[config.mk]
export PLATFORM = sky130hd
export DESIGN_NAME = rr_decoder_arbiter
export DESIGN_NICKNAME = d
export VERILOG_FILES = /design/src/rtl/rr_decoder_arbiter.sv
export SDC_FILE = /design/constraint.sdc
export NUM_CORES = 1
export LEC_CHECK = 0
export BUFFER_PORTS_ARGS = -buffer_cell sky130_fd_sc_hd__buf_2
export CAP_MARGIN = 20
export CORE_MARGIN = 2
export CORE_UTILIZATION = 57
export DETAILED_ROUTE_END_ITERATION = 10
export PLACE_DENSITY = 0.81
export SLEW_MARGIN = 30
export SYNTH_ARGS = -nofsm -noshare
export SYNTH_HDL_FRONTEND = slang
export SYNTH_SLANG_ARGS = --single-unit
[constraint.sdc]
create_clock -name clk -period 6.9 [get_ports clk]
set_clock_uncertainty 0.2 [all_clocks]
set_input_delay 1.035 -clock clk [delete_from_list [all_inputs] [get_ports clk]]
set_output_delay 1.035 -clock clk [all_outputs]
set_load 0.01 [all_outputs]
[src/rtl/rr_decoder_arbiter.sv]
// Round-robin arbiter for four requesters driving a 2-to-4 decoder (address1:address0, enable).
// Grants are registered, held while requested, and rotated after MAX_HOLD cycles when others wait.
module rr_decoder_arbiter #(
  parameter int unsigned MAX_HOLD = 4
) (
  input  logic       clk,
  input  logic       reset_n,
  input  logic [3:0] req,
  input  logic       halt,
  output logic       address0,
  output logic       address1,
  output logic       enable,
  output logic [7:0] grant_count
);

  localparam int unsigned NREQ  = 4;
  localparam int unsigned IDXW  = 2;
  localparam int unsigned HOLDW = 4;
  localparam int unsigned CNTW  = 8;

  typedef enum logic {IDLE, GRANT} state_t;

  state_t            state;
  logic [IDXW-1:0]   addr;
  logic [IDXW-1:0]   last;
  logic [HOLDW-1:0]  hold_cnt;

  logic [IDXW-1:0]   pivot;
  logic [IDXW-1:0]   winner;
  logic [IDXW-1:0]   idx;
  logic              found;
  logic [NREQ-1:0]   others;
  logic              hold_max;
  logic              take;
  logic              drop;
  logic              hold_inc;
  logic [CNTW-1:0]   cnt_next;

  assign address0 = addr[0];
  assign address1 = addr[1];

  // Round-robin scan starting just after the pivot, pivot itself last.
  always_comb begin
    pivot  = (state == GRANT) ? addr : last;
    winner = pivot;
    found  = 1'b0;
    idx    = '0;
    for (int i = 1; i <= int'(NREQ); i++) begin
      idx = pivot + IDXW'(i);
      if (!found && req[idx]) begin
        winner = idx;
        found  = 1'b1;
      end
    end
  end

  // Decide this edge's action: take a (new) winner, drop the grant, or keep holding.
  always_comb begin
    others   = req & ~(NREQ'(1) << addr);
    hold_max = (hold_cnt == HOLDW'(MAX_HOLD));
    cnt_next = (grant_count == {CNTW{1'b1}}) ? grant_count : grant_count + CNTW'(1);
    take     = 1'b0;
    drop     = 1'b0;
    hold_inc = 1'b0;
    case (state)
      IDLE: begin
        take = !halt && (|req);
      end
      GRANT: begin
        if (halt) begin
          drop = 1'b1;
        end else if (!req[addr]) begin
          take = |others;
          drop = ~(|others);
        end else if (hold_max) begin
          take = |others;
        end else begin
          hold_inc = 1'b1;
        end
      end
      default: drop = 1'b1;
    endcase
  end

  always_ff @(posedge clk or negedge reset_n) begin
    if (!reset_n) begin
      state       <= IDLE;
      enable      <= 1'b0;
      addr        <= '0;
      last        <= IDXW'(NREQ - 1);
      hold_cnt    <= '0;
      grant_count <= '0;
    end else if (take) begin
      state       <= GRANT;
      enable      <= 1'b1;
      addr        <= winner;
      last        <= winner;
      hold_cnt    <= HOLDW'(1);
      grant_count <= cnt_next;
    end else if (drop) begin
      state       <= IDLE;
      enable      <= 1'b0;
    end else if (hold_inc) begin
      hold_cnt    <= hold_cnt + HOLDW'(1);
    end
  end

endmodule

==> impl_summary.md, run 1 <==
Run status
The flow ran to the end, and the final reports show no timing, DRC or antenna violations.

Routing
The total iterations of the first detailed-routing run is 4. The highest metal layer used by the detailed router is met4. The starting DRC count in detailed routing is 23.

Wire segments on met2 add up to 1050 µm in the final route. The remaining design rule violation count is 0. The detailed-route wire length is 2000 µm. In the routed layout, each cell is associated on average with a via count of 6.02. The detailed-routing wirelength on met1 is 875 µm. The via total after detailed routing is 776. The antenna violation net count after detailed routing is 0. The routed design uses 57 µm of met3 wire.

After detailed routing, the average wire length per cell comes to 15.5 µm.

Final layout
The net count of the finished layout is 123. The number of antenna diodes in the final layout is 0. The synthesis-to-layout area growth is 12.2%. The share of final-layout standard cells stronger than drive strength 1 is 26.8%.

The area of all placed cells without fillers is 1110 µm².

Run
The number of maximum-capacitance violations is 0.

Clocking
CTS saw 17 sinks. TritonCTS built the clock tree. The post-CTS setup buffer count is 0. The clock tree root driver cell is sky130_fd_sc_hd__clkbuf_4. The deepest level of the CTS H-tree is 1.

The number of resized instances in the post-cts repair step is 0. The hold buffer count at CTS is 0. The clock transition at the register clock pins on the worst setup and hold paths after CTS is 100 ps.

The deepest clock path buffer count is 2. At the later pin of the worst-skew pair, clock insertion delay measures 290 ps. The number of buffers created by CTS is 3.

Critical path
The largest fanout of any net on the critical path is 11. At the worst endpoint, the arrival time is 3210 ps. At the worst endpoint, the required time is 6880 ps. The kind of cell with the highest combined delay on the critical path is multiplexers. The kind of launch point of the worst setup path is a primary input. The buffering stage count on the worst path with inverters included is 1. STA classifies the critical path endpoint as a register. On the worst path, the slowest cell contributes a delay of 600 ps.

The critical path is of the in2reg type. Traced cell by cell, the critical path runs through buf_2 -> mux4_2 -> and2_4 -> o41a_1 -> nor4b_1 -> mux2_1. The largest individual stage delay along the critical path comes from the cell sky130_fd_sc_hd__o41a_1.

STA
The slew of the pin with the lowest slew margin is 659 ps. Setup repair after global routing left no endpoint under its margin. The max-slew violation count was 0. The post-route clock period utilization is 46.8%. The count of final setup violators is 0. Derived from the worst setup path, the maximum achievable clock frequency is 309 MHz. The number of failing hold endpoints at the final stage was 0. The clock period could shrink to 3230 ps. The headroom to the max-slew limit is 55.7%. In the final timing run, aggregate negative setup slack is 0 ps.

Synthesis
The number of enable flip-flop cells after synthesis is 0. By area the synthesized netlist is led by sky130_fd_sc_hd__dfrtp_1, sky130_fd_sc_hd__dfstp_2, sky130_fd_sc_hd__xor2_1. A synthesized cell averages 10.8 µm². The most used flip-flop cell after synthesis is sky130_fd_sc_hd__dfrtp_1. The mapped netlist covers 993 µm². The post-synthesis net count is 102. In this run, synthesis produced a sequential element count of 17. The area share of the largest cell type after synthesis is 37.8%. Of all flip-flops after synthesis, the portion carrying an async set or reset was 100%. For this run, the number of Yosys warnings is 0. The largest total area in the synthesized netlist belongs to sky130_fd_sc_hd__dfrtp_1. Among all cell types in the netlist, the one instantiated most often is sky130_fd_sc_hd__dfrtp_1. Sorting the synthesized cells by how often they occur yields sky130_fd_sc_hd__dfrtp_1, sky130_fd_sc_hd__a21oi_1, sky130_fd_sc_hd__nand2_1. The gate count after technology mapping is 92. The netlist uses 38 different library cells. Of the synthesized area, sequential elements account for 43.1%.

Global route
Global routing used 22.1% of the available tracks across all layers. The first global-routing pass estimated 3230 µm of wire. The number of antenna violations at the first check in global routing is 0.

The maximum number of pins on one net before global-route repair is 18. The via count of the first global-routing pass is 738. The overall overflow remaining after global route is 0.

Power
In this run the static leakage power is 0.498 nW. The total power density per cell area is 422 nW/µm². The worst-case IR drop observed on VDD is 260 µV.

Placement
The post-placement cell area is 1090 µm². The placer's final routability congestion estimate is 0.906. The wire-length estimate of the detail-placed layout is 1520 µm. During placement, the flow inserted port buffers numbering 17.

Die
The floorplan row count is 15. The full die area is 2090 µm². For this design the top-level I/O count stands at 18. The die boundary width is 45.8 µm.

From bottom edge to top edge, the die measures 45.8 µm. The effective utilization at floorplan is 58.8%. The region available for standard cell placement spans 1690 µm².

Hold path
The worst min-delay path category is reg2reg.
==> worst paths after layout <==
path	start	to	slack [ps]	cells after the start
setup / recovery	req[3]	grant_count[7]	3670	6
hold / removal	grant_count[6]	grant_count[6]	320	1
setup reg to reg	addr[0]	grant_count[7]	4010	5
hold reg to reg	grant_count[6]	grant_count[6]	320	1
max in group asynchronous	reset_n	last[0]	5750	1
min in group asynchronous	reset_n	hold_cnt[2]	440	1
==> kinds of logic (layout without fill, tap and decap cells) <==
group                      count (synthesis)  after routing  share of synthesized area, %
buffers and inverters                      3             23                          1.89
and+or+nand+nor                           37             37                          22.5
AOI/OAI and AO/OA                         19             19                          14.6
xor gates and xnor gates                   6              6                          5.29
DFF                                       17             17                          43.1
muxes                                      7              7                          8.82
adders and majority gates                  3              3                          3.78
==> metrics by stage <==
step / util (%) / hold WS, ps / total power (W) / worst slack, ps / instances
6_report: 66.0 / 318 / 0.000470 / 3670 / 129
5_1_grt: 66.0 / 332 / 0.000506 / 3590 / 129
4_1_cts: 66.0 / 315 / 0.000473 / 3690 / 129
3_5_place_dp: 64.4 / 303 / 0.000418 / 3380 / 125
3_3_place_gp: 64.4 / 296 / 0.000408 / 3450 / 125
2_1_floorplan: - / 292 / 0.000355 / 3840 / 92
==> power by group <==
part | internal, W | switching, W | leakage, nW
clock | 0.0000225 | 0.0000318 | 0.0150
combinational | 0.000104 | 0.000116 | 0.276
sequential | 0.000145 | 0.0000515 | 0.207
==> cell type report <==
cell class | count | area, µm²
clock buffers | 4 | 26.3
fillers | 138 | 574
inverters | 2 | 7.51
multi-input cells | 72 | 547
flip-flops and latches | 17 | 428
well taps | 17 | 21.3
repair buffers | 17 | 85.1
==> cell usage in the layout, fill, tap and decap left out, types with 3 or more instances in the layout <==
cell type	synthesis	routed
sky130_fd_sc_hd__nand2_1	6	6
sky130_fd_sc_hd__clkbuf_4	0	3
sky130_fd_sc_hd__a21oi_1	6	6
sky130_fd_sc_hd__nor2_1	5	5
sky130_fd_sc_hd__dfrtp_1	15	15
sky130_fd_sc_hd__xor2_1	5	5
sky130_fd_sc_hd__nor4_1	3	3
sky130_fd_sc_hd__buf_2	0	17
sky130_fd_sc_hd__nand3_1	5	5
sky130_fd_sc_hd__ha_1	3	3
sky130_fd_sc_hd__o21ai_0	3	3
sky130_fd_sc_hd__nor3_1	3	3
==> layer usage <==
layer,vias to the layer above,track usage [%]
met5,-,0
met2,18,37.2
li1,388,-
met1,366,28.4
met3,4,4.76
met4,0,6.86
==> state kept, by name (all words and copies together), names as in the netlist <==
| register | flops |
|---|---|
| addr | 2 |
| grant_count | 8 |
| hold_cnt | 4 |
| last | 2 |
| state | 1 |
Power figures use the tool's default switching activity.
==> run 2: changes to the inputs <==
--- a/config.mk
+++ b/config.mk
@@ -5,12 +5,13 @@
 export SDC_FILE = /design/constraint.sdc
 export NUM_CORES = 1
 export LEC_CHECK = 0
+export ABC_AREA = 1
 export BUFFER_PORTS_ARGS = -buffer_cell sky130_fd_sc_hd__buf_2
 export CAP_MARGIN = 20
 export CORE_MARGIN = 2
-export CORE_UTILIZATION = 57
+export CORE_UTILIZATION = 50
 export DETAILED_ROUTE_END_ITERATION = 10
-export PLACE_DENSITY = 0.81
+export PLACE_DENSITY = 0.74
 export SLEW_MARGIN = 30
 export SYNTH_ARGS = -nofsm -noshare
 export SYNTH_HDL_FRONTEND = slang
==> constraint.sdc (replaced) <==
create_clock -name clk -period 2.9 [get_ports clk]
set_clock_uncertainty 0.2 [all_clocks]
set_input_delay 0.435 -clock clk [delete_from_list [all_inputs] [get_ports clk]]
set_output_delay 0.435 -clock clk [all_outputs]
set_load 0.01 [all_outputs]
==> run 2 against run 1 <==
  * Synthesized cell count increased by 93%
  * Clock power increased by 130%
  * Area after synthesis increased by 22%
  * Non-clock buffer count increased by 2
  * Register-to-register slack got worse by 3100 ps
  * Clock-buffer cell count decreased by 1
  * Critical path depth increased by 4
  * First-iteration DRC count increased by 91%
  * Critical path type is now reg2reg
==> impl_summary.md, run 2 <==
STA
The sum of negative setup slack was 0 ps (unchanged). Unrepaired setup endpoints after global routing: no (unchanged). The final critical path takes up 67.9% of the cycle. The max-slew violation count was 0 (unchanged). The fmax is 508 MHz.

The number of failing hold endpoints at the final stage was 0 (unchanged). The headroom to the max-slew limit is 75.3% (was 55.7%). The slew of the pin with the lowest slew margin was 370 ps (was 659 ps).

The count of final setup violators is 0 (unchanged). The clock period could shrink to 1970 ps.

Power
The share of power burned in registers is 33.8% (was 41.7%). The net load switching power is 0.000607 W (was 0.000200 W). The cell internal power dissipation is 0.000617 W (was 0.000271 W). The fraction of power consumed by the clock network came to 10.2% (was 11.5%). The maximum VDD drop is 604 µV (was 260 µV). The proportion of power drawn by combinational gates came to 56.0% (was 46.8%). The total power is 0.00122 W (was 0.000470 W). The switching power as a share of total power was 49.6% (was 42.4%). The leakage power summed over all cells is 0.784 nW (was 0.498 nW). The total power density per cell area is 901 nW/µm² (was 422 nW/µm²).

Synthesis
The number of enable flip-flop cells after synthesis is 0 (unchanged). The synthesized-area fraction occupied by xor and xnor cells came to 4.35% (was 5.29%). The biggest area consumer among synthesized cells is sky130_fd_sc_hd__dfrtp_1 (unchanged). The gate count after technology mapping was 178 (was 92).

The post-synth design cell area is 1210 µm² (was 993 µm²). The share of synthesized area spent on multiplexers came to 0% (was 8.82%). The most common cell in the netlist is sky130_fd_sc_hd__nand2_1 (was sky130_fd_sc_hd__dfrtp_1). The post-synthesis cell type count was 24 (was 38). The post-synthesis net count is 188 (was 102). The flip-flop and latch count after synthesis is 17 (unchanged). Leading cell types by total area after synthesis: sky130_fd_sc_hd__dfrtp_1, sky130_fd_sc_hd__nand2_1, sky130_fd_sc_hd__nand3_1 (was sky130_fd_sc_hd__dfrtp_1, sky130_fd_sc_hd__dfstp_2, sky130_fd_sc_hd__xor2_1). The simple-gate share of the synthesized area was 45.5% (was 22.5%). The number of synthesis warnings was 0 (unchanged). The area share of the largest cell type after synthesis is 31.1% (was 37.8%).

The adder-cell share of the synthesized area is 3.11% (was 3.78%). The fraction of the mapped netlist area in compound gates is 4.87% (was 14.6%). The primary flip-flop cell chosen by synthesis mapping was sky130_fd_sc_hd__dfrtp_1 (unchanged).

The proportion of register bits with asynchronous set or reset after synthesis is 100% (unchanged). The average instance area after synthesis is 6.78 µm² (was 10.8 µm²). The largest family of logic cells by synthesized area is simple AND/OR/NAND/NOR gates (unchanged). The part of the Yosys area used for sequential elements is 35.4% (was 43.1%). Top cells by instance count after synthesis: sky130_fd_sc_hd__nand2_1, sky130_fd_sc_hd__nand3_1, sky130_fd_sc_hd__inv_1, sky130_fd_sc_hd__dfrtp_1, sky130_fd_sc_hd__nor2_1 (was sky130_fd_sc_hd__dfrtp_1, sky130_fd_sc_hd__a21oi_1, sky130_fd_sc_hd__nand2_1).

Die
The die extent in y is 53.1 µm (was 45.8 µm). The floorplan row count is 17 (was 15). The effective utilization at floorplan is 53.6% (was 58.8%). The number of primary I/O pins came to 18 (unchanged). The full die area is 2820 µm² (was 2090 µm²). The area of the core was 2250 µm² (was 1690 µm²). The die boundary width was 53.1 µm (was 45.8 µm).

Clocking
The CTS tree is yes (unchanged). The deepest level of the CTS H-tree is 1 (unchanged). The clock tree root driver cell is sky130_fd_sc_hd__clkbuf_4 (unchanged).

The clock transition at the register clock pins on the worst setup and hold paths after CTS is 100 ps (about the same). The TritonCTS sink count came to 17 (unchanged). The deepest clock path buffer count is 2 (unchanged). The latest clock arrival within the worst-skew pair is 280 ps (was 290 ps). The number of buffers created by CTS came to 3 (unchanged).

Routing
The average routed wire per standard cell is 11.2 µm (was 15.5 µm). The antenna violation net count after detailed routing was 0 (unchanged). The total iterations of the first detailed-routing run was 4 (unchanged).

The via total after detailed routing was 1199 (was 776). The remaining design rule violation count is 0 (unchanged). The detailed-route wire length is 2550 µm (was 2000 µm).

The detailed-route vias per instance is 5.26 (was 6.02). The starting DRC count in detailed routing is 44 (was 23).

Final layout
Top library cells by usage in the layout, fill and taps aside: sky130_fd_sc_hd__nand2_1, sky130_fd_sc_hd__nand3_1, sky130_fd_sc_hd__buf_2 (was sky130_fd_sc_hd__buf_2, sky130_fd_sc_hd__dfrtp_1, sky130_fd_sc_hd__a21oi_1, sky130_fd_sc_hd__nand2_1). The register name with the most flops is grant_count (unchanged). The synthesis-to-layout area growth came to 12.5% (was 12.2%).

The filler-free cell count of the finished design is 228 (was 129). The net count of the finished layout is 211 (was 123). The number of fillers in the final layout came to 228 (was 138). The commonest non-fill, non-tap cell in the layout is sky130_fd_sc_hd__nand2_1 (was sky130_fd_sc_hd__buf_2). The number of flip-flops in the largest register is 8 (unchanged). The number of antenna cells inserted was 0 (unchanged). Leading registers by flop count: grant_count x8, hold_cnt x4 (unchanged). The share of final-layout standard cells stronger than drive strength 1 is 18.0% (was 26.8%).

Critical path
The reg-to-reg endpoint is grant_count[3] (was grant_count[7]). The classification of the worst setup path is reg2reg (was in2reg). The startpoint of the worst-slack reg-to-reg timing path is addr[0] (unchanged). The highest-delay cell along the critical path is sky130_fd_sc_hd__dfrtp_1 (was sky130_fd_sc_hd__o41a_1). The arrival time reported for the critical path endpoint is 1950 ps (was 3210 ps). The launch point of the critical path was addr[0] (was req[3]). The endpoint kind of the worst setup timing path is a register (unchanged).

The kind of launch point of the worst setup path is a register (was primary input). The stage delay of the slowest cell on the critical path came to 460 ps (was 600 ps). The endpoint of the worst setup timing path was grant_count[3] (was grant_count[7]). The cell count of the worst reg-to-reg path is 10 (was 5). The largest fanout of any net on the critical path is 8 (was 11). Critical-path cell list: inv_1 -> nor2_1 -> a22oi_1 -> o21ai_1 -> nand2_1 -> nand2_1 -> a21oi_2 -> nand2_1 -> nand2_1 -> nand2_1 (was buf_2 -> mux4_2 -> and2_4 -> o41a_1 -> nor4b_1 -> mux2_1). The dominant cell type by count on the critical path is sky130_fd_sc_hd__nand2_1. The register-to-register setup slack is 930 ps (was 4010 ps). The data required time of the critical path is 2880 ps (was 6880 ps).

Global route
The wire length of the first global-routing pass is 4420 µm (was 3230 µm). The number of antenna violations at the first check in global routing is 0 (unchanged). The maximum number of pins on one net before global-route repair is 18 (unchanged). The total routing usage reported by global routing is 21.2% (was 22.1%). The via count of the first global-routing pass is 1071 (was 738). The overall overflow remaining after global route is 0 (unchanged).

Hold path
The worst min-delay path category is in2reg (was reg2reg).

Placement
The post-detailed-placement half-perimeter wirelength is 1990 µm (was 1520 µm). The number of I/O port buffers is 17 (unchanged). The placer's final routability congestion estimate is 0.782 (was 0.906).

The number of cells in the design after placement is 223 (was 125).

Run
The number of maximum-capacitance violations came to 0 (unchanged).

Run status
Outcome: complete, no violations (unchanged).
## run 2: cell types whose count changed in the layout (fill, tap and decap cells not counted), sizes merged, moves of 4 or more
cell | previous run | this run
a21oi | 6 | 2
inv | 2 | 18
mux2 | 4 | 0
nand2 | 6 | 78
nand3 | 5 | 29
nor2 | 6 | 12
## run 2: worst min path at each step
stage,from,end,slack [ps],cells after the start
after floorplan,reset_n,addr[0],-60,0
after global routing,halt,state,110,2
after global placement,reset_n,hold_cnt[2],170,1
after detailed placement,reset_n,hold_cnt[2],180,1
after CTS,halt,state,120,2
final,halt,state,120,2
## run 2: cells by family (layout without fill, tap and decap cells)
| kind of cell | Yosys count | in the layout |
|---|---|---|
| xor+xnor | 6 | 6 |
| flops | 17 | 17 |
| fa+ha+maj | 3 | 3 |
| compound gates | 9 | 9 |
| simple gates | 124 | 124 |
| buf+inv | 19 | 41 |
## run 2: power groups by stage
stage / Combinational (W) / Clock, W / Sequential (W)
floorplan: 0.000496 / 0 / 0.000426
global placement: 0.000651 / 0 / 0.000414
detailed placement: 0.000677 / 0 / 0.000418
CTS: 0.000682 / 0.000129 / 0.000413
global route: 0.000773 / 0.000142 / 0.000430
finish: 0.000685 / 0.000125 / 0.000413
## run 2: layout make-up
| type | instances | area, µm² | share of cell area, % |
|---|---|---|---|
| multi-input combinational | 142 | 698 | 51.4 |
| sequential | 17 | 428 | 31.5 |
| timing repair buffer | 19 | 103 | 7.55 |
| inverter | 18 | 67.6 | 4.97 |
| tap | 28 | 35.0 | 2.58 |
| clock buffer | 3 | 22.5 | 1.66 |
| clock inverter | 1 | 5.00 | 0.368 |
## run 2: per-stage QoR
step | instance area [µm²] | setup WS [ps] | hold slack (ps) | utilization, %
finish | 1360 | 931 | 122 | 60.3
global route | 1360 | 711 | 106 | 60.3
CTS | 1360 | 907 | 117 | 60.3
detailed placement | 1320 | 919 | 176 | 58.6
global placement | 1320 | 973 | 166 | 58.6
floorplan | 1210 | 1180 | -60.6 | -
## run 2: what timing repair did
action	4_1_cts	5_1_grt
gates resized for setup	0	0
hold endpoints to repair	15	0
setup buffers	0	0
hold buffers	1	0
## run 2: layer usage
metal	up-vias	global-route usage [%]	wire length [µm]
met4	0	5.56	21
met5	-	0	0
li1	618	-	-
met2	24	37.5	1190
met3	4	2.82	78
met1	553	26.9	1260
## run 2: worst max-delay path, delay by kind of cell (launching register included)
kind	cells	cell delay, ps
flip-flops	1	460
AO/OA/AOI/OAI	3	480
buffers and inverters	1	130
AND/OR/NAND/NOR	6	590
